<file path="src/rtl/vga_pkg.sv">
// vga_pkg: shared sprite modes, colours and screen geometry for the VGA compositor.
package vga_pkg;
   typedef enum logic [1:0] {MODE_OFF, MODE_SHIP, MODE_CORE, MODE_BLINK} sprite_mode_e;
   localparam logic [11:0] COL_BLACK = 12'h000;
   localparam logic [11:0] COL_RED   = 12'hF00;
   localparam logic [11:0] COL_GREEN = 12'h0F0;
   localparam logic [11:0] COL_BLUE  = 12'h00F;
   localparam int SCR_W       = 640;
   localparam int SCR_H       = 480;
   localparam int BORDER      = 8;
   localparam int GRASS_Y0    = 360;
   localparam int GRASS_Y1    = 363;
   localparam int GROUND_Y0   = 364;
   localparam int GROUND_Y1   = 471;
   localparam int PLAYER_SIZE = 16;
   localparam int SHIP_H      = 10;
   localparam int CORE_HALF   = 4;
endpackage

</file>
<file path="src/rtl/vga_sprite_hit.sv">
// vga_sprite_hit: combinational body/core hit test of one pixel against one sprite.
module vga_sprite_hit import vga_pkg::*; #(
   parameter int COORD_W = 16
) (
   input  logic [COORD_W-1:0] xcoord,
   input  logic [COORD_W-1:0] ycoord,
   input  logic [COORD_W-1:0] sx,
   input  logic [COORD_W-1:0] sy,
   input  logic [COORD_W-1:0] sw,
   input  logic [1:0]         mode,
   input  logic               blink,
   output logic               body,
   output logic               core
);
   localparam logic [COORD_W:0] CH = (COORD_W+1)'(CORE_HALF);
   localparam logic [COORD_W:0] BH = (COORD_W+1)'(SHIP_H-1);
   logic [COORD_W:0] x, y, x0, y0, x1, y1, cx, cl;
   logic show_body, show_core;
   // One extra bit keeps right/bottom bounds from wrapping near the top of the coordinate range.
   assign x = {1'b0, xcoord};
   assign y = {1'b0, ycoord};
   assign x0 = {1'b0, sx};
   assign y0 = {1'b0, sy};
   assign x1 = x0 + {1'b0, sw};
   assign y1 = y0 + BH;
   assign cx = x0 + {2'b0, sw[COORD_W-1:1]};
   assign cl = cx >= CH ? cx - CH : '0;
   assign show_body = mode == MODE_SHIP || (mode == MODE_BLINK && blink);
   assign show_core = show_body || mode == MODE_CORE;
   assign body = show_body && x >= x0 && x <= x1 && y >= y0 && y <= y1;
   assign core = show_core && x >= cl && x <= cx + CH && y > y0 && y < y1;
endmodule

</file>
<file path="src/rtl/vga_sprite_compositor.sv">
// vga_sprite_compositor: two-stage pixel compositor for playfield, player and
// double-buffered ship sprites, with frame-driven blink and hit flash.
module vga_sprite_compositor import vga_pkg::*; #(
   parameter int NUM_SPRITES  = 5,
   parameter int COORD_W      = 16,
   parameter int FLASH_FRAMES = 30,
   parameter int BLINK_SHIFT  = 3
) (
   input  logic               clk,
   input  logic               rst,
   input  logic               pix_valid,
   input  logic [COORD_W-1:0] xcoord,
   input  logic [COORD_W-1:0] ycoord,
   input  logic               frame_start,
   input  logic               game,
   input  logic               hit_pulse,
   input  logic [COORD_W-1:0] pxcoord,
   input  logic [COORD_W-1:0] pycoord,
   input  logic               wr_en,
   input  logic [3:0]         wr_idx,
   input  logic [COORD_W-1:0] wr_x,
   input  logic [COORD_W-1:0] wr_y,
   input  logic [COORD_W-1:0] wr_w,
   input  logic [1:0]         wr_mode,
   output logic               flash_active,
   output logic               rgb_valid,
   output logic [3:0]         vgaRed,
   output logic [3:0]         vgaGreen,
   output logic [3:0]         vgaBlue
);
   localparam int FW = $clog2(FLASH_FRAMES + 1);
   localparam logic [COORD_W-1:0] BL  = COORD_W'(BORDER);
   localparam logic [COORD_W-1:0] BR  = COORD_W'(SCR_W - BORDER);
   localparam logic [COORD_W-1:0] BB  = COORD_W'(SCR_H - BORDER);
   localparam logic [COORD_W-1:0] GS0 = COORD_W'(GRASS_Y0);
   localparam logic [COORD_W-1:0] GS1 = COORD_W'(GRASS_Y1);
   localparam logic [COORD_W-1:0] GD0 = COORD_W'(GROUND_Y0);
   localparam logic [COORD_W-1:0] GD1 = COORD_W'(GROUND_Y1);
   localparam logic [COORD_W:0]   PS  = (COORD_W+1)'(PLAYER_SIZE - 1);
   logic [COORD_W-1:0] sh_x [NUM_SPRITES];
   logic [COORD_W-1:0] sh_y [NUM_SPRITES];
   logic [COORD_W-1:0] sh_w [NUM_SPRITES];
   logic [1:0]         sh_m [NUM_SPRITES];
   logic [COORD_W-1:0] act_x [NUM_SPRITES];
   logic [COORD_W-1:0] act_y [NUM_SPRITES];
   logic [COORD_W-1:0] act_w [NUM_SPRITES];
   logic [1:0]         act_m [NUM_SPRITES];
   logic [7:0]             frame_cnt;
   logic [FW-1:0]          flash_cnt;
   logic [NUM_SPRITES-1:0] body, core, body_q, core_q;
   logic [COORD_W:0]       x, y, px, py;
   logic                   blink, player, border, grass, ground;
   logic                   player_q, border_q, grass_q, ground_q, v1, v2;
   logic [11:0]            colour, rgb_q;
   assign blink = frame_cnt[BLINK_SHIFT];
   assign flash_active = |flash_cnt;
   // Shadow copy uses the pre-edge shadow, so a coincident write lands one frame later.
   always_ff @(posedge clk or posedge rst)
      if (rst) begin
         for (int i = 0; i < NUM_SPRITES; i++) begin
            sh_x[i] <= '0;
            sh_y[i] <= '0;
            sh_w[i] <= '0;
            sh_m[i] <= MODE_OFF;
            act_x[i] <= '0;
            act_y[i] <= '0;
            act_w[i] <= '0;
            act_m[i] <= MODE_OFF;
         end
      end else begin
         for (int i = 0; i < NUM_SPRITES; i++) begin
            if (wr_en && wr_idx == 4'(i)) begin
               sh_x[i] <= wr_x;
               sh_y[i] <= wr_y;
               sh_w[i] <= wr_w;
               sh_m[i] <= wr_mode;
            end
            if (frame_start) begin
               act_x[i] <= sh_x[i];
               act_y[i] <= sh_y[i];
               act_w[i] <= sh_w[i];
               act_m[i] <= sh_m[i];
            end
         end
      end
   always_ff @(posedge clk or posedge rst)
      if (rst) begin
         frame_cnt <= '0;
         flash_cnt <= '0;
      end else begin
         if (frame_start) frame_cnt <= frame_cnt + 8'd1;
         if (!game) flash_cnt <= '0;
         else if (hit_pulse) flash_cnt <= FW'(FLASH_FRAMES);
         else if (frame_start && flash_cnt != '0) flash_cnt <= flash_cnt - 1'b1;
      end
   for (genvar i = 0; i < NUM_SPRITES; i++) begin : g_hit
      vga_sprite_hit #(.COORD_W(COORD_W)) u_hit (
         .xcoord(xcoord), .ycoord(ycoord),
         .sx(act_x[i]), .sy(act_y[i]), .sw(act_w[i]), .mode(act_m[i]),
         .blink(blink), .body(body[i]), .core(core[i])
      );
   end
   assign x = {1'b0, xcoord};
   assign y = {1'b0, ycoord};
   assign px = {1'b0, pxcoord};
   assign py = {1'b0, pycoord};
   assign player = x >= px && x <= px + PS && y >= py && y <= py + PS;
   assign border = xcoord < BL || xcoord >= BR || ycoord < BL || ycoord >= BB;
   assign grass = !border && ycoord >= GS0 && ycoord <= GS1;
   assign ground = ycoord >= GD0 && ycoord <= GD1;
   always_ff @(posedge clk or posedge rst)
      if (rst) begin
         body_q <= '0;
         core_q <= '0;
         player_q <= 1'b0;
         border_q <= 1'b0;
         grass_q <= 1'b0;
         ground_q <= 1'b0;
         v1 <= 1'b0;
      end else begin
         body_q <= body;
         core_q <= core;
         player_q <= player;
         border_q <= border && !(flash_active && game);
         grass_q <= grass;
         ground_q <= ground;
         v1 <= pix_valid;
      end
   // All cores share one colour and all bodies another, so any-set is the lowest-index winner.
   assign colour = player_q ? (COL_RED | COL_GREEN) :
                   |core_q  ? (COL_RED | COL_BLUE) :
                   |body_q  ? COL_BLUE :
                   border_q ? COL_RED :
                   grass_q  ? COL_GREEN :
                   ground_q ? (COL_GREEN | COL_BLUE) : COL_BLACK;
   always_ff @(posedge clk or posedge rst)
      if (rst) begin
         rgb_q <= '0;
         v2 <= 1'b0;
      end else begin
         rgb_q <= v1 ? colour : COL_BLACK;
         v2 <= v1;
      end
   assign rgb_valid = v2;
   assign vgaRed = rgb_q[11:8];
   assign vgaGreen = rgb_q[7:4];
   assign vgaBlue = rgb_q[3:0];
endmodule
</file>
<file path="config.mk">
export PLATFORM = sky130hd
export DESIGN_NAME = vga_sprite_compositor
export DESIGN_NICKNAME = d
export VERILOG_FILES = /design/src/rtl/vga_pkg.sv /design/src/rtl/vga_sprite_hit.sv /design/src/rtl/vga_sprite_compositor.sv
export SDC_FILE = /design/constraint.sdc
export NUM_CORES = 2
export LEC_CHECK = 0
export ABC_AREA = 0
export ABC_CLOCK_PERIOD_IN_PS = 22600
export CORE_MARGIN = 5
export CORE_UTILIZATION = 40
export DETAILED_ROUTE_END_ITERATION = 12
export SLEW_MARGIN = 10
export SYNTH_ARGS = -nofsm -noshare
export SYNTH_HDL_FRONTEND = slang
export SYNTH_HIERARCHICAL = 1
export SYNTH_SLANG_ARGS = --single-unit
export TNS_END_PERCENT = 5
</file>
<file path="constraint.sdc">
create_clock -name clk -period 22.6 [get_ports clk]
set_clock_uncertainty 0.2 [all_clocks]
set_input_delay 2.26 -clock clk [delete_from_list [all_inputs] [get_ports clk]]
set_output_delay 2.26 -clock clk [all_outputs]
set_load 0.1 [all_outputs]
</file>
==> reports/metrics.csv <==
metric,value,unit
run status,"finished, final reports clean",
drt first-iter violations,2328,
Tot GR Track Use,21.7,%
Initial Util,40.3,%
global placer's final weighted congestion,0.863,
GRT met1 Usage,31.0,%
Bufs on Longest Clock Path,3,
DP HPWL,94800,um
register area share after synthesis,29.6,%
"flops & latches, synth",528,
Pwr per Cell Area,123,nW/um^2
Tcrit/Tclk final,26.8,%
CTS Hold Bufs,0,
fin crit period,6.05,ns
final slew viol count,0,
critical path startpoint category,flop,
worst hold path depth,0,
nets@finish,5445,
"Reg clk slew, reported paths",0.07,ns
Buffers on Ports,138,
Critical Path RT,22.92,ns
Mapped Cells,4440,
hold crit path type,flop to flop,
Yosys top cell area share,29.6,%
crit-path max cell delay,0.57,ns
"Top FF cell, synth",dfrtp_1,
Post-Route WL,130000,um
cell row count,122,
first-pass GRT wire length,201000,um
Post-Syn Nets,5299,
share of layout cells above drive strength 1,16.0,%
Root Driver,clkbuf_16,
max-cap violation count,0,
first-pass iteration count of the detailed router,5,
core area,111000,um^2
initial antenna violation count,22,
worst skew pair latency,0.65,ns
largest vdd supply drop,70.9,uV
Async SR Flop Fraction,100,%
Crit path arrival time,6.36,ns
Setup CP Type,flop to flop,
post-CTS setup buffers,0,
Vias,34502,
CP max-delay cell,nand4_1,
synth cell count leaders,"724 x ha_1, 528 x dfrtp_1, 499 x mux2_2",
Ys Warns,6,
DRC,0,
P_leak,23.0,nW
CTS tree,built,
Clock Sinks,528,
die width,344,um
dominant cell type by area after synthesis,dfrtp_1,
Tot Pwr,6.10,mW
vias in the first global route,34317,
Worst path most repeated cell,a21oi_1,
RSZ-0062 raised after global routing,no,
Boundary Pins,139,
largest net degree at the start of global routing,170,
syn avg cell area,10.1,um^2
max_slew headroom,25.7,%
Slew @ Worst Pin,1.10,ns
Final setup viols,0,
grt met3 use,2.30,%
post-route ant nets,0,
Die H,344,um
synth unique cells,108,
layout overhead on the synthesized area,11.4,%
Post-synth EDFFs,0,
Syn Std Cell Area,44600,um^2
CTS buffer count,58,
synth top area cells,"dfrtp_1 30%, ha_1 20%, mux2_2 13%",
Worst Hold Margin,0.223,ns
R2R depth,21,
H-tree levels,2,
die area,118000,um^2
Max Fanout on Critical Path,15,
fillcell total,10700,
GRT Max-Usage Layer,met2,
crit path cell chain,"ha_1, inv_1, fa_1, nor2b_1, o22ai_1, xnor2_1, nor3_1, or4b_4, nor3_4, nand4_1, and2_1, ha_1, nand2b_1, a21oi_1, nor2b_1, o21ai_0, a21oi_1, o211ai_1, a21oi_1, o2111ai_1, nor4_2",
Routed WL per cell,21.2,um
total gr overflow,0,
Fmax,0.165,GHz
final hold vios,0,
# resized after CTS,0,
"count leader, synth",ha_1,
met2 usage in global routing,35.9,%
setup_tns,0,ns
CP Capture Type,flop,
Via density,5.63,
cell type report:
cell class | count | area [um^2] | area share [%]
inverters | 296 | 1120 | 2.25
repair buffers | 180 | 1660 | 3.34
clock buffers | 81 | 1660 | 3.33
multi-input cells | 3522 | 29800 | 60.0
clock inverters | 27 | 348 | 0.700
well taps | 1488 | 1860 | 3.75
flip-flops and latches | 528 | 13200 | 26.6
diodes | 2 | 5.00 | 0.0101
worst paths after layout:
path,startpoint,to,slack (ns)
worst max-delay path,act_w[1],core_q[4],16.55
worst min-delay path,v1,rgb_valid,0.22
worst max register to register,act_w[1],core_q[4],16.55
worst min register to register,v1,rgb_valid,0.22
max in group asynchronous,rst,act_x[66],17.39
min in group asynchronous,rst,sh_y[7],1.92
power breakdown:
part           internal (mW)  total (mW)  switching [mW]  leakage (nW)
Combinational           1.65        3.68            2.03          15.5
Sequential              1.18        1.42           0.232          6.50
Clock                  0.576       0.997           0.421         0.981
Total                   3.41        6.10            2.69          23.0
state kept, by name (all words and copies together), names as in the netlist, 3 cells and up:
signal / flops
rgb_q: 3
sh_y: 80
sh_m: 10
act_x: 80
flash_cnt: 5
body_q: 5
act_m: 10
act_w: 80
frame_cnt: 4
core_q: 5
sh_w: 80
sh_x: 80
act_y: 80
worst max-delay path, delay by kind of cell (launching register included):
family          cells  cell delay [ns]
xor+xnor            1             0.27
flops               1             0.47
fa+ha+maj           3             0.92
simple gates        9             2.96
compound gates      7             1.01
buf+inv             1             0.07
layer usage:
layer  vias up  part of all wire [%]
li1      16679                     -
met1     16996                    48
met2       700                    46
met3       127                   5.0
met4         0                   1.6
met5         -                     0
cells in the final DEF (no fill, tap or decap), types with 22 or more instances in the layout:
| cell | n |
|---|---|
| a211o_1 | 30 |
| a211oi_1 | 27 |
| a21o_1 | 146 |
| a21oi_1 | 240 |
| a31oi_1 | 37 |
| and2_1 | 23 |
| and3_1 | 38 |
| buf_4 | 41 |
| clkbuf_16 | 58 |
| clkdlybuf4s50_1 | 126 |
| dfrtp_1 | 528 |
| ha_1 | 724 |
| inv_1 | 295 |
| mux2_2 | 499 |
| nand2_1 | 177 |
| nand2b_1 | 52 |
| nand3_1 | 117 |
| nand4_1 | 93 |
| nor2_1 | 171 |
| nor2b_1 | 72 |
| nor3_1 | 104 |
| nor4_1 | 33 |
| o21a_1 | 61 |
| o21ai_0 | 136 |
| o21bai_1 | 30 |
| or3_1 | 22 |
| xnor2_1 | 242 |
| xor2_1 | 88 |
kinds of logic (layout without fill, tap and decap cells):
| kind of cell | Yosys count | count (layout) | synth area share, % |
|---|---|---|---|
| xor gates and xnor gates | 333 | 333 | 6.58 |
| other | 0 | 2 | 0 |
| muxes | 508 | 508 | 12.8 |
| buffers and inverters | 390 | 584 | 3.56 |
| and+or+nand+nor | 1033 | 1033 | 12.6 |
| DFF | 528 | 528 | 29.6 |
| adders and majority gates | 734 | 734 | 20.7 |
| AOI/OAI and AO/OA | 914 | 914 | 14.1 |
stage by stage:
step / utilization, % / cells / cell area (um^2) / setup WS, ns
floorplan: - / 4440 / 44600 / 5.39
global placement: 43.0 / 6014 / 47700 / 16.40
detailed placement: 43.0 / 6014 / 47700 / 16.35
CTS: 44.9 / 6122 / 49700 / 16.58
global route: 44.9 / 6122 / 49700 / 16.13
finish: 44.9 / 6124 / 49700 / 16.55
No activity file was read; power rests on OpenSTA's default activity.
